$ cat config.mk
export PLATFORM = sky130hd
export DESIGN_NAME = stump_reg_dump
export DESIGN_NICKNAME = d
export VERILOG_FILES = /design/src/rtl/stump_reg_dump.sv
export SDC_FILE = /design/constraint.sdc
export NUM_CORES = 1
export LEC_CHECK = 0
export ABC_AREA = 1
export BUFFER_PORTS_ARGS = -buffer_cell sky130_fd_sc_hd__buf_2
export CORE_MARGIN = 10
export CORE_UTILIZATION = 45
export DETAILED_ROUTE_END_ITERATION = 8
export HOLD_SLACK_MARGIN = 0.03
export PLACE_DENSITY = 0.72
export SETUP_SLACK_MARGIN = 0.05
export SYNTH_ARGS = -nofsm -noshare
export SYNTH_HDL_FRONTEND = slang
export SYNTH_SLANG_ARGS = --single-unit
$ cat constraint.sdc
create_clock -name CLK -period 4.3 [get_ports CLK]
set_input_delay 0.43 -clock CLK [delete_from_list [all_inputs] [get_ports CLK]]
set_output_delay 0.43 -clock CLK [all_outputs]
set_load 0.02 [all_outputs]
$ cat src/rtl/stump_reg_dump.sv
// stump_reg_dump
// Debug read-out engine for the Stump processor. A start request halts the
// core, walks the eight 16-bit registers through the register-bank read
// port, samples the condition codes and streams a 19-byte frame:
//   HEADER, R0 hi, R0 lo, ... R7 hi, R7 lo, {4'h0,cc}, XOR checksum
//
// Ports:
//   CLK       system clock, rising edge
//   RST       synchronous active-high reset
//   start     dump request, honoured only when idle
//   halt_req  processor freeze, high for the whole frame
//   reg_sel   register-bank read address
//   reg_data  register-bank read data (combinational from reg_sel)
//   cc        condition codes {N,Z,V,C}
//   tx_byte   byte offered to the debug link
//   tx_valid  tx_byte valid
//   tx_ready  sink accepts tx_byte when high together with tx_valid
//   busy      frame in progress
//   done      one-cycle pulse after the final byte is accepted
//
// state | meaning
// IDLE  | waiting for start, nothing offered
// HDR   | offering HEADER
// HI    | offering high byte of register idx-1
// LO    | offering low byte of register idx-1 (from the hold register)
// CC    | offering the condition-code byte
// SUM   | offering the checksum
module stump_reg_dump #(
  parameter logic [7:0] HEADER = 8'hA5
) (
  input  logic        CLK,
  input  logic        RST,
  input  logic        start,
  output logic        halt_req,
  output logic [2:0]  reg_sel,
  input  logic [15:0] reg_data,
  input  logic [3:0]  cc,
  output logic [7:0]  tx_byte,
  output logic        tx_valid,
  input  logic        tx_ready,
  output logic        busy,
  output logic        done
);

  typedef enum logic [2:0] {
    IDLE = 3'd0,
    HDR  = 3'd1,
    HI   = 3'd2,
    LO   = 3'd3,
    CC   = 3'd4,
    SUM  = 3'd5
  } state_t;

  state_t      state, state_n;
  logic [3:0]  idx, idx_n;
  logic [7:0]  sum, sum_n;
  logic [7:0]  hold, hold_n;
  logic [7:0]  tx_byte_n;
  logic        tx_valid_n, busy_n, halt_n, done_n;
  logic        hs;
  logic [7:0]  cc_byte;

  assign hs      = tx_valid & tx_ready;
  assign cc_byte = {4'h0, cc};
  assign reg_sel = idx[2:0];

  always_ff @(posedge CLK) begin
    if (RST) begin
      state    <= IDLE;
      idx      <= 4'd0;
      sum      <= 8'd0;
      hold     <= 8'd0;
      tx_byte  <= 8'd0;
      tx_valid <= 1'b0;
      busy     <= 1'b0;
      halt_req <= 1'b0;
      done     <= 1'b0;
    end else begin
      state    <= state_n;
      idx      <= idx_n;
      sum      <= sum_n;
      hold     <= hold_n;
      tx_byte  <= tx_byte_n;
      tx_valid <= tx_valid_n;
      busy     <= busy_n;
      halt_req <= halt_n;
      done     <= done_n;
    end
  end

  always_comb begin
    state_n    = state;
    idx_n      = idx;
    sum_n      = sum;
    hold_n     = hold;
    tx_byte_n  = tx_byte;
    tx_valid_n = tx_valid;
    busy_n     = busy;
    halt_n     = halt_req;
    done_n     = 1'b0;

    case (state)
      IDLE: begin
        idx_n      = 4'd0;
        tx_valid_n = 1'b0;
        busy_n     = 1'b0;
        halt_n     = 1'b0;
        if (start) begin
          tx_byte_n  = HEADER;
          sum_n      = HEADER;
          tx_valid_n = 1'b1;
          busy_n     = 1'b1;
          halt_n     = 1'b1;
          state_n    = HDR;
        end
      end
      HDR, LO: begin
        if (hs) begin
          if (idx < 4'd8) begin
            // Low byte is captured together with the high byte so the
            // streamed word is a single coherent read.
            tx_byte_n = reg_data[15:8];
            hold_n    = reg_data[7:0];
            sum_n     = sum ^ reg_data[15:8];
            idx_n     = idx + 4'd1;
            state_n   = HI;
          end else begin
            tx_byte_n = cc_byte;
            sum_n     = sum ^ cc_byte;
            state_n   = CC;
          end
        end
      end
      HI: begin
        if (hs) begin
          tx_byte_n = hold;
          sum_n     = sum ^ hold;
          state_n   = LO;
        end
      end
      CC: begin
        if (hs) begin
          tx_byte_n = sum;
          state_n   = SUM;
        end
      end
      SUM: begin
        if (hs) begin
          tx_valid_n = 1'b0;
          busy_n     = 1'b0;
          halt_n     = 1'b0;
          done_n     = 1'b1;
          idx_n      = 4'd0;
          state_n    = IDLE;
        end
      end
      default: begin
        state_n    = IDLE;
        tx_valid_n = 1'b0;
        busy_n     = 1'b0;
        halt_n     = 1'b0;
      end
    endcase
  end

endmodule
* Word-level counts from Yosys, hierarchy flattened
Index checks and enable logic that the tools add are counted.
** Operators by class
- Multiplexer cells :: 25
- Bitwise operators :: 6
- Add/subtract/negate cells :: 1
- Divide/modulo/power cells :: 0
- Shift operators :: 0
- Equal/unequal tests :: 11
- Multiply operators :: 0
- Order comparisons :: 1
- Reductions and logical operators :: 13
** Operator list (count)
- $mux W8 :: 8
- $pmux W8 S4 :: 1
- $pmux W8 S3 :: 1
- $mux W3 :: 6
- $xor A8 B8 Y8 :: 2
- $pmux W3 S5 :: 1
- $mux W4 :: 3
- $ne A2 B2 Y1 const B :: 6
- $pmux W4 S3 :: 1
- $reduce_and A5 Y1 :: 2
- $reduce_and A4 Y1 :: 2
- $xor A8 B4 Y8 :: 1
- $eq A3 B2 Y1 const B :: 2
- $eq A3 B3 Y1 const B :: 2
- $reduce_bool A3 Y1 :: 2
- $add A4 B1 Y4 const B :: 1
- $lt A4 B4 Y1 const B :: 1
- $reduce_bool A4 Y1 :: 1
- $reduce_or A2 Y1 :: 2
- $reduce_or A4 Y1 :: 1
- $eq A3 B1 Y1 const B :: 1
- $logic_not A3 Y1 :: 1
- $mux W1 :: 3
- $pmux W1 S3 :: 1
- other kinds (4) :: 5
** Storage, ports and cells
- Bits in latches :: 0
- Bits in writable memories :: 0
- ROM bits :: 0
- Memories :: 0
- Register bits after elaboration :: 33

* Logic depth before layout (Yosys ltp)
Gate-level depths: netlist (run 1).
- Depth in word-level cells :: 4
- Depth in mapped cells :: 11

* Least setup slack after synthesis (run 1)
No wires, ideal clock.
- Path kind :: flip-flop to flip-flop
- Start :: register, netlist name busy
- End :: register state[2]
- Buffers on the path :: 0
- Arrival :: 1.296 ns
- Slack :: 2.895 ns
- Data required time :: 4.191 ns
- Period minus slack after synthesis :: 1.405 ns
- Cell stages (with the launch flop) :: 8
- Path through :: dfxtp_1 > nand2_1 > inv_1 > nor2_1 > nor3_2 > nand3_1 > nand2_1 > inv_1
** RTL lines
- to (signal assigned) :: line 79 : state <= state_n;
- to (decl) :: line 54 : state_t state, state_n;

* Final worst setup path (run 1)
- Start :: register state[0]
- End :: register tx_byte[1]
** Between the ends
- Cells in the longest elaborated chain, start to end :: 4
- Elaborated cells between the ends (all ways) :: 13
- Classes of those cells :: eq/ne: 8; mux: 1; reduce/logical: 4
** Ends and longest elaborated chain
- $eq A3 B1 Y1 or $eq A3 B2 Y1 (tied branches) :: line 102 : case (state)
- $reduce_or A2 Y1
- $reduce_bool A4 Y1 (no line) or $ne A2 B2 Y1 (tied branches)
- $reduce_and A5 Y1 (no line)
- to (signal assigned) :: line 83 : tx_byte <= tx_byte_n;
- to (decl) :: line 38 : output logic [7:0] tx_byte,
Several ways; a longest one is shown, not always the timed one.
A chain may end at the register's enable or synchronous reset.

==> impl_metrics.py, run 1 <==
metrics = {
    "run_status": {
        "status": "finished, final reports clean",
    },
    "place": {
        "place_inst": 386,
        "gp_congestion": 0.9494,
        "dp_slack_ns": 2.694,
        "io_buffers": 38,
        "hpwl_um": 3586,
    },
    "worst_setup_path": {
        "cp_max_fo": 8,
        "worst-setup-path-type": "reg2reg",
        "reg2reg_slack_ns": 2.68,
        "reg2reg_depth": 7,
        "worstPathArrival_ns": 1.84,
        "crit_required_ns": 4.51,
        "rr_endpoint": "tx_byte[1]",
        "endpoint_kind": "flip-flop",
        "start_kind": "flip-flop",
        "r2r-start": "state[0]",
    },
    "pwr": {
        "power_frac_clock_pct": 14.3,
        "p_sw_share_pct": 48.85,
        "peakVddDrop_v": 0.0003087,
        "pwr-share-seq_pct": 31.7,
        "leakage_nw": 1.124,
        "power_density_nw_per_um2": 667.7,
        "power_switching_mw": 0.7216,
        "p_total_mw": 1.477,
        "p_int_mw": 0.7555,
        "p_comb_share_pct": 54.0,
    },
    "route": {
        "finalWirelength_um": 4613,
        "first_iter_violations": 87,
        "drc": 0,
        "wire_per_inst_um": 11.77,
        "vias": 1867,
        "vias_per_cell": 4.763,
        "antenna_left": 0,
        "drt-pass1-iter-count": 4,
    },
    "global_routing": {
        "grt_use_total_pct": 12.85,
        "grt_pass1_vias": 1757,
        "grt-ovfl-total": 0,
        "grt_pass1_wl_um": 7852,
        "grt_start_max_net_pins": 26,
        "antenna_found_initial": 0,
    },
    "die": {
        "die_h_um": 86.03,
        "die_area_um2": 7401,
        "initial_core_util_pct": 47.67,
        "core_region_area_um2": 4115,
        "rows": 23,
        "num_io_pins": 39,
        "die_x_um": 86.03,
    },
    "synth": {
        "synth_area_um2": 1962,
        "synth-simple-area-share_pct": 41.39,
        "synthTopCellsByArea": "dfxtp_1 (34%), nand2_1 (18%), nor2_1 (8.8%)",
        "synth_xor_area_share_pct": 3.571,
        "yosys.area.top_type": "dfxtp_1",
        "yosys_warnings": 0,
        "yosysUniqueCellTypes": 28,
        "syn_inst": 310,
        "synth-adder-area-share_pct": 0.6378,
        "synth_seq_cells": 33,
        "syn_avg_cell_area_um2": 6.329,
        "synth_nets": 335,
        "synth_mux_area_share_pct": 0,
        "synth_compound_area_share_pct": 10.33,
        "yosysSeqAreaShare_pct": 33.67,
        "synth_top_family_by_area": "simple AND/OR/NAND/NOR gates",
        "synth_top_area_share_pct": 33.67,
    },
    "sta": {
        "hold_viol": 0,
        "fin_skew_ns": 0.003110,
        "worstMarginPinSlew_ns": 0.6759,
        "fin_crit_ns": 1.624,
        "rsz0062_at_grt": "false",
        "fmax_mhz": 615.6,
        "slew_violations": 0,
        "finalSetupViolations": 0,
        "setup_tns_ns": 0,
        "relSlewSlack_pct": 54.89,
        "min_period_over_period_pct": 37.78,
        "fin_ws_ns": 2.676,
    },
    "cells_and_area": {
        "multi_input_area_um2": 1097,
        "fin_nets": 368,
        "regArea_um2": 660.6,
        "final_util_pct": 53.75,
        "finalNonFillerCells": 392,
        "n_fill_cell": 433,
        "area_growth_pct": 12.75,
        "layout-drive-gt1-share_pct": 20.76,
        "n_antenna_cell": 0,
    },
    "cts": {
        "clkLatencyLatePin_ns": 0.28,
        "postCtsSetupBuffers": 0,
        "clock-root-buffer": "clkbuf_8",
        "cts_buffer_depth": 2,
        "cts_made_buffers": 5,
        "hold_buffers": 0,
        "clk_pin_slew_ns": 0.06,
        "cts_resized": 0,
        "clock-sinks": 33,
        "cts_max_level": 2,
        "cts_tree": "built",
    },
    "hold_path": {
        "min_to": "hold[7]",
        "hold_depth": 3,
        "hold_start": "reg_data[7]",
        "hold_class": "in2reg",
    },
    "run": {
        "maxCapViolCount": 0,
    },
}
==> sequential cells by signal (all words and copies together), names as in the netlist <==
name / cells
hold: 8
sum: 8
tx_byte: 8
idx: 4
state: 3
busy: 1
done: 1
==> worst max path at each step <==
stage	slack (ns)	endpoint	startpoint
detailed placement	2.69	tx_byte[1]	state[0]
floorplan	2.90	state[2]	busy
CTS	2.67	tx_byte[1]	state[0]
finish	2.68	tx_byte[1]	state[0]
global placement	2.71	state[2]	tx_ready
global route	2.51	hold[4]	state[0]
==> through the flow <==
step	instance area, um2	hold WS [ns]
global placement	2138	0.4587
floorplan	1962	0.4442
CTS	2212	0.3924
detailed placement	2138	0.4627
global route	2212	0.4076
finish	2212	0.3989
==> worst max-delay path: stages, from the launching register on <==
cell      delay, ns
dfxtp_1        0.40
nor2_2         0.31
nand2_1        0.25
inv_2          0.18
nand2_1        0.08
o211ai_1       0.14
nor2_1         0.08
nor2_1         0.11
==> per-layer routing <==
metal / wire length [um] / share of wire (%) / GRT usage, % / vias to the layer above
met5: 0 / 0 / 0 / -
met4: 36 / 0.78 / 4.940 / 0
met2: 2083 / 45 / 19.74 / 35
li1: - / - / - / 1027
met1: 2212 / 48 / 15.79 / 803
met3: 279 / 6.0 / 4.825 / 2
==> layout make-up <==
class                      count  area share (%)
multi-input combinational    232           49.60
inverter                      33           5.769
clock inverter                 1          0.2262
tap                           50           2.828
sequential                    33           29.86
timing repair buffer          38           8.597
clock buffer                   5           3.111
==> cell usage after synthesis <==
cell type  count
nor2_1        46
dfxtp_1       33
buf_6          1
inv_1         28
inv_2          3
clkinv_2       1
a21oi_2        1
ha_1           1
xor2_1         4
nand3b_1       1
nand3_2        3
xnor2_1        4
o21ai_0       21
nand2_2        9
o211ai_1       1
buf_4          5
nor3_2         1
a21oi_1       15
inv_4          1
clkbuf_1       2
nand2_4        1
nor2_4         4
nand3_1       19
nor2_2         3
nand2_1       96
a31oi_1        1
buf_2          4
nor3_1         1
==> cell families after synthesis <==
family,Yosys count
and+or+nand+nor,184
xor gates and xnor gates,8
buffers and inverters,45
adders and majority gates,1
AOI/OAI and AO/OA,39
DFF,33
==> layout by cell type, fill, tap and decap left out, types with 5 or more instances in the layout <==
master    synthesis  routed
nand2_1          96      96
nor2_1           46      46
buf_2             4      38
dfxtp_1          33      33
inv_1            28      28
o21ai_0          21      21
nand3_1          19      19
a21oi_1          15      15
nand2_2           9       9
clkbuf_8          0       5
==> power by group through the flow <==
stage	clock network, mW	logic [mW]	registers, mW
after floorplan	0	0.640	0.481
after CTS	0.219	0.801	0.469
after global routing	0.233	0.920	0.483
final	0.211	0.798	0.468
after detailed placement	0	0.795	0.476
after global placement	0	0.793	0.472
Note: power is estimated with default switching activity, not from simulation.
==> inputs of run 2 (changes only) <==
Settings changed: PLACE_DENSITY 0.72 to 0.75.
Clock period 4.3 ns to 1.4 ns, I/O delays scaled along.
==> run 2 against run 1 <==
Compared with the run above: die area is the same; cell count grew 7.1%; critical path depth grew 1; sequential power grew to 3.2 times the previous value; power grew to 3.7 times the previous value; worst hold slack lost 0.30 ns; global-route usage grew 1.9 points; register-to-register slack lost 2.6 ns; final area grew 14%; clock power grew to 4.5 times the previous value; largest cell class unchanged.
==> impl_metrics.py, run 2 (synthesized netlist as in run 1, its figures left out) <==
metrics = {
    "cells_and_area": {
        "n_antenna_cell": 0,
        "area_growth_pct": 28.89,
        "fin_nets": 394,
        "mostFrequentLayoutCell": "nand2_1",
        "final_cell_mix": "nand2_1 (91), nor2_1 (46), buf_2 (38)",
        "layout-drive-gt1-share_pct": 31.08,
        "top_regs": "hold (8), sum (8), tx_byte (8)",
        "finalNonFillerCells": 420,
        "n_fill_cell": 389,
    },
    "global_routing": {
        "grt_pass1_wl_um": 8956,
        "antenna_found_initial": 0,
        "grt_start_max_net_pins": 26,
        "grt-ovfl-total": 0,
        "grt_use_total_pct": 14.70,
        "grt_pass1_vias": 2022,
    },
    "sta": {
        "slew_violations": 0,
        "fin_ws_ns": 0.09372,
        "finalSetupViolations": 0,
        "rsz0062_at_grt": "true",
        "fmax_mhz": 765.5,
        "hold_viol": 0,
        "worstMarginPinSlew_ns": 0.2422,
        "fin_skew_ns": 0.005520,
        "fin_crit_ns": 1.306,
        "min_period_over_period_pct": 93.31,
        "relSlewSlack_pct": 83.85,
    },
    "pwr": {
        "power_switching_mw": 2.504,
        "power_frac_clock_pct": 17.1,
        "pwr-share-seq_pct": 26.8,
        "leakage_nw": 1.288,
        "p_comb_share_pct": 56.1,
        "p_total_mw": 5.513,
        "power_density_nw_per_um2": 2180,
        "peakVddDrop_v": 0.0008590,
        "p_sw_share_pct": 45.42,
        "p_int_mw": 3.009,
    },
    "cts": {
        "clkLatencyLatePin_ns": 0.29,
        "hold_buffers": 0,
        "cts_buffer_depth": 2,
        "clk_pin_slew_ns": 0.07,
        "clock-root-buffer": "clkbuf_8",
        "cts_tree": "built",
        "cts_made_buffers": 5,
        "cts_max_level": 2,
        "clock-sinks": 33,
    },
    "route": {
        "vias": 2077,
        "antenna_left": 0,
        "drt-pass1-iter-count": 5,
        "wire_per_inst_um": 12.96,
        "finalWirelength_um": 5443,
        "first_iter_violations": 168,
        "vias_per_cell": 4.945,
        "drc": 0,
    },
    "run_status": {
        "status": "finished, final reports clean",
    },
    "place": {
        "dp_slack_ns": -0.1209,
        "gp_congestion": 0.9650,
        "place_inst": 406,
        "io_buffers": 38,
        "hpwl_um": 4033,
    },
    "run": {
        "maxCapViolCount": 0,
    },
    "worst_setup_path": {
        "endpoint_kind": "flip-flop",
        "crit_required_ns": 1.59,
        "worstPathArrival_ns": 1.50,
        "worst-setup-path-type": "reg2reg",
        "start_kind": "flip-flop",
        "cp_max_fo": 7,
    },
    "die": {
        "die_x_um": 86.03,
        "rows": 23,
        "num_io_pins": 39,
        "core_region_area_um2": 4115,
        "die_area_um2": 7401,
        "die_h_um": 86.03,
        "initial_core_util_pct": 47.67,
    },
    "hold_path": {
        "hold_class": "in2reg",
    },
}
[run 2: cell count changes in the layout (fill, tap and decap cells not counted), moves of 3 or more]
| cell | delta |
|---|---|
| buf_6 | +3 |
| dfxtp_2 | +3 |
| inv_1 | -3 |
| dfxtp_1 | -5 |
| nand2_1 | -5 |
| buf_4 | +22 |
| o21ai_1 | +4 |
| o21ai_0 | -4 |
| nand2_2 | +4 |
[run 2: what timing repair did]
action,4_1_cts,5_1_grt
resized for setup,5,27
cloned,0,1
buffers inserted,0,5
setup endpoints to repair,31,31
pin swaps,0,6
hold endpoints to repair,0,0
[run 2: power groups by stage]
stage	sequential [mW]	clock (mW)	combinational [mW]
floorplan	1.48	0	1.96
global placement	1.43	0	2.74
detailed placement	1.44	0	2.77
CTS	1.44	0.960	2.81
global route	1.51	0.990	3.49
finish	1.48	0.940	3.09
[run 2: per-layer routing]
| layer | wire length [um] | global-route usage [%] |
|---|---|---|
| met5 | 0 | 0 |
| met3 | 335 | 3.784 |
| met4 | 132 | 7.635 |
| met2 | 2602 | 23.60 |
| met1 | 2373 | 17.55 |
[run 2: through the flow]
stage	TNS [ns]	cell area [um2]	hold slack, ns	util (%)
after floorplan	0	1963	0.2970	-
after global placement	-0.8471	2290	0.3868	55.64
after detailed placement	-0.9218	2290	0.3949	55.64
after CTS	0	2419	0.09308	58.77
after global routing	0	2529	0.1033	61.45
final	0	2529	0.09636	61.45
[run 2: path summary, 6_finish.rpt]
kind	slack, ns	depth (start not counted)	end	start
setup / recovery	0.09	8	tx_byte[7]	state[0]
hold / removal	0.1	3	hold[4]	reg_data[4]
setup reg to reg	0.09	8	tx_byte[7]	state[0]
hold reg to reg	0.47	2	tx_byte[6]	tx_byte[6]
[run 2: area by class of cell]
| cell class | count | area (um2) | share of cell area [%] |
|---|---|---|---|
| multi-input cells | 233 | 1154 | 45.62 |
| well taps | 50 | 62.56 | 2.474 |
| clock buffers | 7 | 86.33 | 3.414 |
| inverters | 33 | 135.1 | 5.344 |
| repair buffers | 63 | 389.1 | 15.39 |
| flip-flops and latches | 33 | 671.9 | 26.57 |
| clock inverters | 1 | 30.03 | 1.188 |
[run 2: critical path: stages, from the launching register on]
cell	delay, ns
dfxtp_4	0.40
inv_4	0.08
nand2_2	0.07
nand3_2	0.09
nand2_2	0.10
nor2_4	0.15
nand2_2	0.13
nor2_1	0.13
nor2_1	0.06
